**config.mk**
```make
export PLATFORM = sky130hd
export DESIGN_NAME = alu_serial_seq_flat
export DESIGN_NICKNAME = d
export VERILOG_FILES = /design/src/rtl/alu_serial_seq_if.sv /design/src/rtl/alu_serial_seq.sv /design/src/flat_wrapper.sv
export SDC_FILE = /design/constraint.sdc
export NUM_CORES = 1
export LEC_CHECK = 0
export BUFFER_PORTS_ARGS = -buffer_cell sky130_fd_sc_hd__buf_4
export CAP_MARGIN = 5
export CORE_MARGIN = 2
export CORE_UTILIZATION = 50
export DETAILED_ROUTE_END_ITERATION = 10
export HOLD_SLACK_MARGIN = 0.05
export PLACE_DENSITY = 0.74
export SYNTH_ARGS = -nofsm -noshare
export SYNTH_HDL_FRONTEND = slang
export SYNTH_SLANG_ARGS = --single-unit
```
**constraint.sdc**
```tcl
create_clock -name i_clk -period 2.35 [get_ports i_clk]
set_clock_uncertainty 0.05 [all_clocks]
set_input_delay 0.47 -clock i_clk [delete_from_list [all_inputs] [get_ports i_clk]]
set_output_delay 0.47 -clock i_clk [all_outputs]
set_load 0.1 [all_outputs]
```
**src/rtl/alu_serial_seq_if.sv**
```systemverilog
// Start/done handshake bundle between the multi-cycle core and the bit-serial ALU sequencer.
// The core drives operands and op; the sequencer returns status and the registered result.
interface alu_serial_seq_if #(
  parameter int unsigned WIDTH = 32
) ();
  logic             start;
  logic [WIDTH-1:0] a;
  logic [WIDTH-1:0] b;
  logic [2:0]       op;
  logic             busy;
  logic             done;
  logic [WIDTH-1:0] result;
  logic             cout;
  logic             overflow;
  logic             zero;

  modport master (
    output start, a, b, op,
    input  busy, done, result, cout, overflow, zero
  );

  modport slave (
    input  start, a, b, op,
    output busy, done, result, cout, overflow, zero
  );
endinterface

```
**src/rtl/alu_serial_seq.sv**
```systemverilog
// Bit-serial ALU: evaluates AND/OR/ADD/SUB/SLT one bit per clock, LSB first, through a
// 1-bit slice with a carry register; SLT takes one extra FIX cycle for the sign correction.
module alu_serial_seq #(
  parameter int unsigned WIDTH = 32
) (
  input logic                 i_clk,
  input logic                 i_rst,
  alu_serial_seq_if.slave     bus
);

  localparam int unsigned IdxW = (WIDTH > 1) ? $clog2(WIDTH) : 1;
  localparam logic [IdxW-1:0] LastIdx = IdxW'(WIDTH - 1);

  typedef enum logic [1:0] {StIdle, StRun, StFix, StDone} state_e;

  state_e           r_state;
  state_e           w_state_nxt;
  logic [WIDTH-1:0] r_a;
  logic [WIDTH-1:0] r_b;
  logic [2:0]       r_op;
  logic [IdxW-1:0]  r_idx;
  logic             r_carry;
  logic [WIDTH-1:0] r_result;
  logic             r_cout;
  logic             r_overflow;

  logic w_bi;
  logic w_sum;
  logic w_carry_nxt;
  logic w_arith;
  logic w_bit;
  logic w_last;

  // 1-bit slice: operands are shifted right each bit so bit 0 is always the active bit
  always_comb begin
    w_bi        = r_op[2] ? ~r_b[0] : r_b[0];
    w_sum       = r_a[0] ^ w_bi ^ r_carry;
    w_carry_nxt = (r_a[0] & w_bi) | (r_a[0] & r_carry) | (w_bi & r_carry);
    w_arith     = (r_op == 3'b010) || (r_op == 3'b110) || (r_op == 3'b111);
    w_last      = (r_idx == LastIdx);
    case (r_op)
      3'b000:                 w_bit = r_a[0] & w_bi;
      3'b001:                 w_bit = r_a[0] | w_bi;
      3'b010, 3'b110, 3'b111: w_bit = w_sum;
      default:                w_bit = 1'b0;
    endcase
  end

  always_comb begin
    w_state_nxt = r_state;
    case (r_state)
      StIdle:  if (bus.start) w_state_nxt = StRun;
      StRun:   if (w_last) w_state_nxt = (r_op == 3'b111) ? StFix : StDone;
      StFix:   w_state_nxt = StDone;
      StDone:  w_state_nxt = StIdle;
      default: w_state_nxt = StIdle;
    endcase
  end

  always_ff @(posedge i_clk) begin
    if (i_rst) r_state <= StIdle;
    else       r_state <= w_state_nxt;
  end

  always_ff @(posedge i_clk) begin
    if (i_rst) begin
      r_a        <= '0;
      r_b        <= '0;
      r_op       <= '0;
      r_idx      <= '0;
      r_carry    <= 1'b0;
      r_result   <= '0;
      r_cout     <= 1'b0;
      r_overflow <= 1'b0;
    end else begin
      case (r_state)
        StIdle: begin
          if (bus.start) begin
            r_a      <= bus.a;
            r_b      <= bus.b;
            r_op     <= bus.op;
            r_idx    <= '0;
            r_carry  <= bus.op[2];
            r_result <= '0;
          end
        end
        StRun: begin
          r_result <= {w_bit, r_result[WIDTH-1:1]};
          r_a      <= r_a >> 1;
          r_b      <= r_b >> 1;
          r_idx    <= r_idx + IdxW'(1);
          if (w_arith) r_carry <= w_carry_nxt;
          if (w_last) begin
            // r_carry is the carry into the MSB here; SLT keeps the raw overflow for FIX
            r_cout     <= w_arith & w_carry_nxt;
            r_overflow <= w_arith & (r_carry ^ w_carry_nxt);
          end
        end
        StFix: begin
          r_result   <= WIDTH'(r_result[WIDTH-1] ^ r_overflow);
          r_overflow <= 1'b0;
        end
        default: ;
      endcase
    end
  end

  assign bus.busy     = (r_state != StIdle);
  assign bus.done     = (r_state == StDone);
  assign bus.result   = r_result;
  assign bus.cout     = r_cout;
  assign bus.overflow = r_overflow;
  assign bus.zero     = ~|r_result;

endmodule

```
**src/flat_wrapper.sv**
```systemverilog
// flat-port wrapper written by rule: the top's interface ports become plain ports
module alu_serial_seq_flat 
#(
  parameter int unsigned WIDTH = 32
)
  (i_clk, i_rst, bus_start, bus_a, bus_b, bus_op, bus_busy, bus_done, bus_result, bus_cout, bus_overflow, bus_zero);
  alu_serial_seq_if #(.WIDTH(WIDTH)) bus_i ();
  input logic i_clk;
  input logic i_rst;
  input wire logic [$bits(bus_i.start)-1:0] bus_start;
  input wire logic [$bits(bus_i.a)-1:0] bus_a;
  input wire logic [$bits(bus_i.b)-1:0] bus_b;
  input wire logic [$bits(bus_i.op)-1:0] bus_op;
  output wire logic [$bits(bus_i.busy)-1:0] bus_busy;
  output wire logic [$bits(bus_i.done)-1:0] bus_done;
  output wire logic [$bits(bus_i.result)-1:0] bus_result;
  output wire logic [$bits(bus_i.cout)-1:0] bus_cout;
  output wire logic [$bits(bus_i.overflow)-1:0] bus_overflow;
  output wire logic [$bits(bus_i.zero)-1:0] bus_zero;
  assign bus_i.start = bus_start;
  assign bus_i.a = bus_a;
  assign bus_i.b = bus_b;
  assign bus_i.op = bus_op;
  assign bus_busy = bus_i.busy;
  assign bus_done = bus_i.done;
  assign bus_result = bus_i.result;
  assign bus_cout = bus_i.cout;
  assign bus_overflow = bus_i.overflow;
  assign bus_zero = bus_i.zero;
  alu_serial_seq #(.WIDTH(WIDTH)) u_core (.i_clk(i_clk), .i_rst(i_rst), .bus(bus_i));
endmodule
```
# Word level (Yosys, flattened, before mapping)
# Index checks and enable logic that the tools add are counted.
[classes] n_addsub=1 eq_ne=11 muxes=19 bitwise_logic=13 reduce_logical=18
[ops] cell="one-hot mux 32 bit (2 select lines)" count=2
[ops] cell="two-way mux 32 bit" count=3
[ops] cell="one-hot mux 32 bit (3 select lines)" count=1
[ops] cell="OR reduction 32 bit" count=1
[ops] cell="AND reduction 2 bit" count=6
[ops] cell="one-hot mux 5 bit (2 select lines)" count=1
[ops] cell="one-hot mux 2 bit (4 select lines)" count=1
[ops] cell="equality test 3 bit, second input constant" count=2
[ops] cell="nonzero test 2 bit" count=3
[ops] cell="adder 5 x 1 -> 5 bit, second input constant" count=1
[ops] cell="AND 1 bit" count=5
[ops] cell="equality test 5 bit, second input constant" count=1
[ops] cell="two-way mux 1 bit" count=5
[ops] cell="two-way mux 5 bit" count=1
[ops] cell="equality test 2 bit, second input constant" count=2
[ops] cell="two-way mux 2 bit" count=2
[ops] cell="!= test 2 x 1 -> 1 bit, second input constant" count=2
[ops] cell="one-hot mux 1 bit (2 select lines)" count=2
[ops] cell="XOR 1 bit" count=4
[ops] cell="equality test 3 x 1 -> 1 bit, second input constant" count=1
[ops] cell="equality test 3 x 2 -> 1 bit, second input constant" count=1
[ops] cell="zero test 3 bit" count=1
[ops] cell="bitwise OR 1 bit" count=3
[ops] cell="one-hot mux 1 bit (3 select lines)" count=1
[ops] cell="9 further kinds" count=10
[word_totals] ff_bits=109 input_bits=70 output_inout_bits=37 elab_cells=71

# Depth between registers and ports, before layout
[depth] word_depth=9 mapped_depth=9 depth_no_buf=7

# Least setup slack after synthesis
# No wires, ideal clock.
[synth_timing] path_type="flip-flop to output port" from="register u_core.r_result[31] (netlist: u_core.bus.result[31])" to="output bus_zero" arrival_ps=2421 required_time_ps=1830 path_slack_ps=-591 stages_incl_launch_ff=4 path_buffers=0 cell_sequence="dfxtp_1 > nor4_1 > nand4_1 > nor2_1"
[synth_between] elab_chain_cells=2
[synth_rtl] item="from (decl)" line_no="alu_serial_seq.sv:23" source="logic [WIDTH-1:0] r_result;"
[synth_rtl] item="from (signal assigned)" line_no="alu_serial_seq.sv:88" source="r_result <= {w_bit, r_result[WIDTH-1:1]};"
[synth_rtl] item="from (signal assigned)" line_no="alu_serial_seq.sv:100" source="r_result <= WIDTH'(r_result[WIDTH-1] ^ r_overflow);"
[synth_rtl] item="OR reduction 32 bit" line_no="alu_serial_seq.sv:113" source="assign bus.zero = ~|r_result;"
[synth_rtl] item="zero test 1 bit" line_no="alu_serial_seq.sv:113"
[synth_rtl] item="to (decl)" line_no="flat_wrapper.sv:19" source="output wire logic [$bits(bus_i.zero)-1:0] bus_zero;"
# Every way passes these cells.

# Worst setup path after layout
[layout_timing] from="register u_core.r_result[23] (netlist: u_core.bus.result[23])" to="output bus_zero"
# Same word-level chain as after synthesis.

==> results_tabular.tex <==
\begin{tabular}{lr}
\hline
Metric & Value \\
\hline
\multicolumn{2}{l}{\textbf{Outcome}} \\
Status & finished, final reports clean \\
\multicolumn{2}{l}{\textbf{Placed design}} \\
Final GP Congestion & 0.795 \\
Post-place instance area & 5750 um\^{}2 \\
Placed wire-length estimate & 7040 um \\
Number of port buffers & 106 \\
\multicolumn{2}{l}{\textbf{Pwr}} \\
Cell area power density & 1220 nW/um\^{}2 \\
Tot Pwr & 0.00727 W \\
Leakage dissipation & 2.39 nW \\
VDD IR max & 0.880 mV \\
\multicolumn{2}{l}{\textbf{Clocking}} \\
Quantity of gates resized following cts & 0 \\
CTS Buf Count & 9 \\
Count of buffers added by post-CTS timing repair for setup & 0 \\
Library cell used as clock root buffer & sky130\_fd\_sc\_hd\_\_clkbuf\_8 \\
Hold-fix buffers at CTS & 0 \\
Register clock-pin slew on the reported worst setup and hold paths & 0.10 ns \\
Largest buffer count on any clock path & 2 \\
H-tree Lvls & 3 \\
TritonCTS clock tree & built \\
CTS sink count & 109 \\
Clock insertion delay at the later pin of the skew report & 0.36 ns \\
\multicolumn{2}{l}{\textbf{Drt}} \\
\# DRC & 0 \\
Count of TritonRoute iterations in the first routing pass & 4 \\
Count of nets left with antenna violations after detail routing & 0 \\
DR vias/cell & 5.41 \\
Via Count & 3917 \\
Initial DRC count & 162 \\
Wire length per cell after detailed routing & 14.0 um \\
Post-Route WL & 10100 um \\
\multicolumn{2}{l}{\textbf{Setup path}} \\
Worst reg-to-reg path cell count & 7 \\
Category of the most critical setup path & flop to output pin \\
Cell breakdown of the critical path & nor4\_1, nand4\_1, nor2\_4, buf\_4 \\
Crit path arrival time & 1.72 ns \\
Required @ worst endpoint & 1.83 ns \\
Critical register-to-register path endpoint & u\_core.r\_a[14]\$\_SDFFE\_PP0P\_ \\
Worst R2R Setup Slack & 0.27 ns \\
Kind of launch point of the worst setup path & flop \\
Category of the worst setup path capture point & output pin \\
Biggest cell delay along the critical path & 0.36 ns \\
Biggest fanout along the worst timing path & 4 \\
Crit path max-delay cell type & sky130\_fd\_sc\_hd\_\_dfxtp\_1 \\
Start of the worst register-to-register path & u\_core.r\_state[0]\$\_SDFFE\_PP0P\_ \\
\multicolumn{2}{l}{\textbf{Synthesis}} \\
Syn avg cell area & 9.84 um\^{}2 \\
Multiplexer share of the synthesized area & 0.125 \\
Top flip-flop cell by instance count after synthesis & sky130\_fd\_sc\_hd\_\_dfxtp\_1 \\
Adder-Cell Fraction of Synth Area & 0.0243 \\
Distinct cell type count after synthesis & 43 \\
Post-synthesis async set-or-reset flop share & 0 \\
Cell Area, Synth & 4950 um\^{}2 \\
Ranking of synthesized cells by area & sky130\_fd\_sc\_hd\_\_dfxtp\_1 (44\%), sky130\_fd\_sc\_hd\_\_mux2i\_1 (13\%), sky130\_fd\_sc\_hd\_\_nor2\_1 (7.7\%), sky130\_fd\_sc\_hd\_\_a211oi\_2 (6.3\%), sky130\_fd\_sc\_hd\_\_a211oi\_1 (5.8\%) \\
Post-synthesis compound-gate area fraction & 0.203 \\
Number of register bits inferred by synthesis & 109 \\
Xor and xnor area share after synthesis & 0.00531 \\
Total of warnings raised by yosys & 0 \\
Top cell type by total area after synthesis & sky130\_fd\_sc\_hd\_\_dfxtp\_1 \\
Simple-gate share of the synthesized area & 0.135 \\
Post-synth net total & 582 \\
Number of synthesized flops with an enable pin & 0 \\
Area fraction of the dominant cell type after synthesis & 0.441 \\
Cells after synthesis & 503 \\
Post-synthesis sequential area ratio & 0.441 \\
Dominant combinational cell family by area after synthesis & compound AO/OA/AOI/OAI gates \\
\multicolumn{2}{l}{\textbf{Timing}} \\
Number of hold violations in the final report & 0 \\
Hold Worst Slack & 0.298 ns \\
Max-slew headroom & 0.590 \\
Final Slew Violations & 0 \\
Total of endpoints with negative setup slack in the final report & 0 \\
RSZ-0062 raised after global routing & no \\
Setup TNS & 0 ns \\
Final Cycle Share & 0.955 \\
Min Clock Period, post-route & 2.24 ns \\
Slew @ Worst Pin & 0.611 ns \\
Peak clock frequency supported by timing & 446 MHz \\
\multicolumn{2}{l}{\textbf{Worst hold path}} \\
Number of stages on the worst hold path & 3 \\
Hold Crit Endpoint & u\_core.r\_a[31]\$\_SDFFE\_PP0P\_ \\
Hold Crit Class & primary input to flop \\
Origin of the worst min-delay path & bus\_a[31] \\
\multicolumn{2}{l}{\textbf{Global route}} \\
Antenna violations before repair & 0 \\
Total overflow reported by the global router & 0 \\
Number of global-route vias before repair & 3691 \\
Pin count of the biggest net entering global routing & 79 \\
Wire length of the first global-routing pass & 17400 um \\
Total Routing Usage GR & 0.192 \\
\multicolumn{2}{l}{\textbf{Floorplanning}} \\
Number of placement rows & 36 \\
Die ar. & 10700 um\^{}2 \\
Placeable core region & 9680 um\^{}2 \\
Die height & 104 um \\
Die W & 104 um \\
Starting Density & 0.511 \\
Number of placed I/O pins & 107 \\
\multicolumn{2}{l}{\textbf{Layout}} \\
Number of antenna repair diodes & 0 \\
Most frequent cells in the layout & sky130\_fd\_sc\_hd\_\_buf\_4 (111), sky130\_fd\_sc\_hd\_\_dfxtp\_1 (109), sky130\_fd\_sc\_hd\_\_nor2\_1 (101) \\
Post-route standard cell area excluding fillers & 5930 um\^{}2 \\
Fill cell total of the finished layout & 841 \\
Area overhead of the layout relative to synthesis & 19.8\% \\
Total number of nets in the final design & 665 \\
Layout cells sized above 1 & 0.276 \\
Most common library cell in the layout ignoring fill and taps & sky130\_fd\_sc\_hd\_\_buf\_4 \\
\multicolumn{2}{l}{\textbf{Job}} \\
Max-capacitance violation count & 0 \\
\hline
\end{tabular}
-- flip-flops by register name (all words and copies together), names as in the netlist --
name	flops
u_core.bus.overflow	1
u_core.r_b	32
u_core.r_carry	1
u_core.r_a	32
u_core.r_op	3
u_core.bus.result	32
u_core.bus.cout	1
u_core.r_state	2
u_core.r_idx	5
-- Yosys cell counts, types with 2 or more instances --
cell type	number
sky130_fd_sc_hd__buf_4	5
sky130_fd_sc_hd__a21oi_1	12
sky130_fd_sc_hd__a22oi_1	33
sky130_fd_sc_hd__a32oi_1	2
sky130_fd_sc_hd__nand2_1	11
sky130_fd_sc_hd__nor2b_1	3
sky130_fd_sc_hd__nor2_1	102
sky130_fd_sc_hd__ha_1	8
sky130_fd_sc_hd__nor4_1	8
sky130_fd_sc_hd__a211oi_1	38
sky130_fd_sc_hd__inv_1	8
sky130_fd_sc_hd__nand2b_1	2
sky130_fd_sc_hd__nand4_1	3
sky130_fd_sc_hd__nor3b_1	2
sky130_fd_sc_hd__dfxtp_1	109
sky130_fd_sc_hd__buf_6	15
sky130_fd_sc_hd__nand3_1	5
sky130_fd_sc_hd__a211oi_2	25
sky130_fd_sc_hd__xor2_1	2
sky130_fd_sc_hd__buf_2	7
sky130_fd_sc_hd__mux2i_1	62
sky130_fd_sc_hd__clkbuf_1	16
sky130_fd_sc_hd__o21ai_0	5
-- worst max-delay path by stage --
stage                                                   from                            endpoint  slack [ns]  cells after the start
final                     u_core.bus.result[23]$_SDFFE_PP0P_                            bus_zero        0.11                      4
after CTS                 u_core.bus.result[23]$_SDFFE_PP0P_                            bus_zero        0.08                      4
after floorplan           u_core.bus.result[17]$_SDFFE_PP0P_                            bus_zero        0.11                      3
after global placement        u_core.r_state[1]$_SDFFE_PP0P_  u_core.bus.result[30]$_SDFFE_PP0P_        0.43                      7
after global routing          u_core.r_state[0]$_SDFFE_PP0P_                            bus_busy       0.007                      4
after detailed placement      u_core.r_state[0]$_SDFFE_PP0P_         u_core.r_a[14]$_SDFFE_PP0P_        0.31                      7
-- layer usage --
metal	GRT usage	vias to the layer above	wire length (um)
met5	0	-	0
met4	0.0685	0	172
met3	0.0378	9	442
met2	0.304	76	4750
met1	0.262	1848	4770
li1	-	1984	-
-- area by class of cell --
class	instances	area, um^2	area share
Clock buffer	10	138	0.0232
Multi-Input combinational cell	343	2460	0.414
Clock inverter	6	45.0	0.00759
Tap cell	133	166	0.0281
Timing Repair Buffer	115	913	0.154
Sequential cell	109	2180	0.368
Inverter	8	30.0	0.00506
-- metrics by stage --
step / util / setup slack [ns] / std cells
after detailed placement: 0.594 / 0.308 / 708
after floorplan: - / 0.106 / 503
after CTS: 0.613 / 0.0794 / 724
after global routing: 0.613 / 0.00729 / 724
final: 0.613 / 0.106 / 724
after global placement: 0.594 / 0.433 / 708
-- report_power, final --
group | switching (W) | total, W | internal (W)
Combinational | 0.00206 | 0.00348 | 0.00143
Sequential | 0.000312 | 0.00273 | 0.00242
Clock | 0.000625 | 0.00105 | 0.000423
-- critical path, delay by kind of cell, from the launching register on --
family,cells,cell delay [ns]
simple gates,3,0.72
flops,1,0.36
buf+inv,1,0.29
-- logic make-up after synthesis --
| kind of cell | count (synthesis) |
|---|---|
| buf+inv | 51 |
| xor+xnor | 3 |
| compound gates | 122 |
| flops | 109 |
| mux | 62 |
| simple gates | 147 |
| fa+ha+maj | 9 |
No activity file was read; power rests on OpenSTA's default activity.
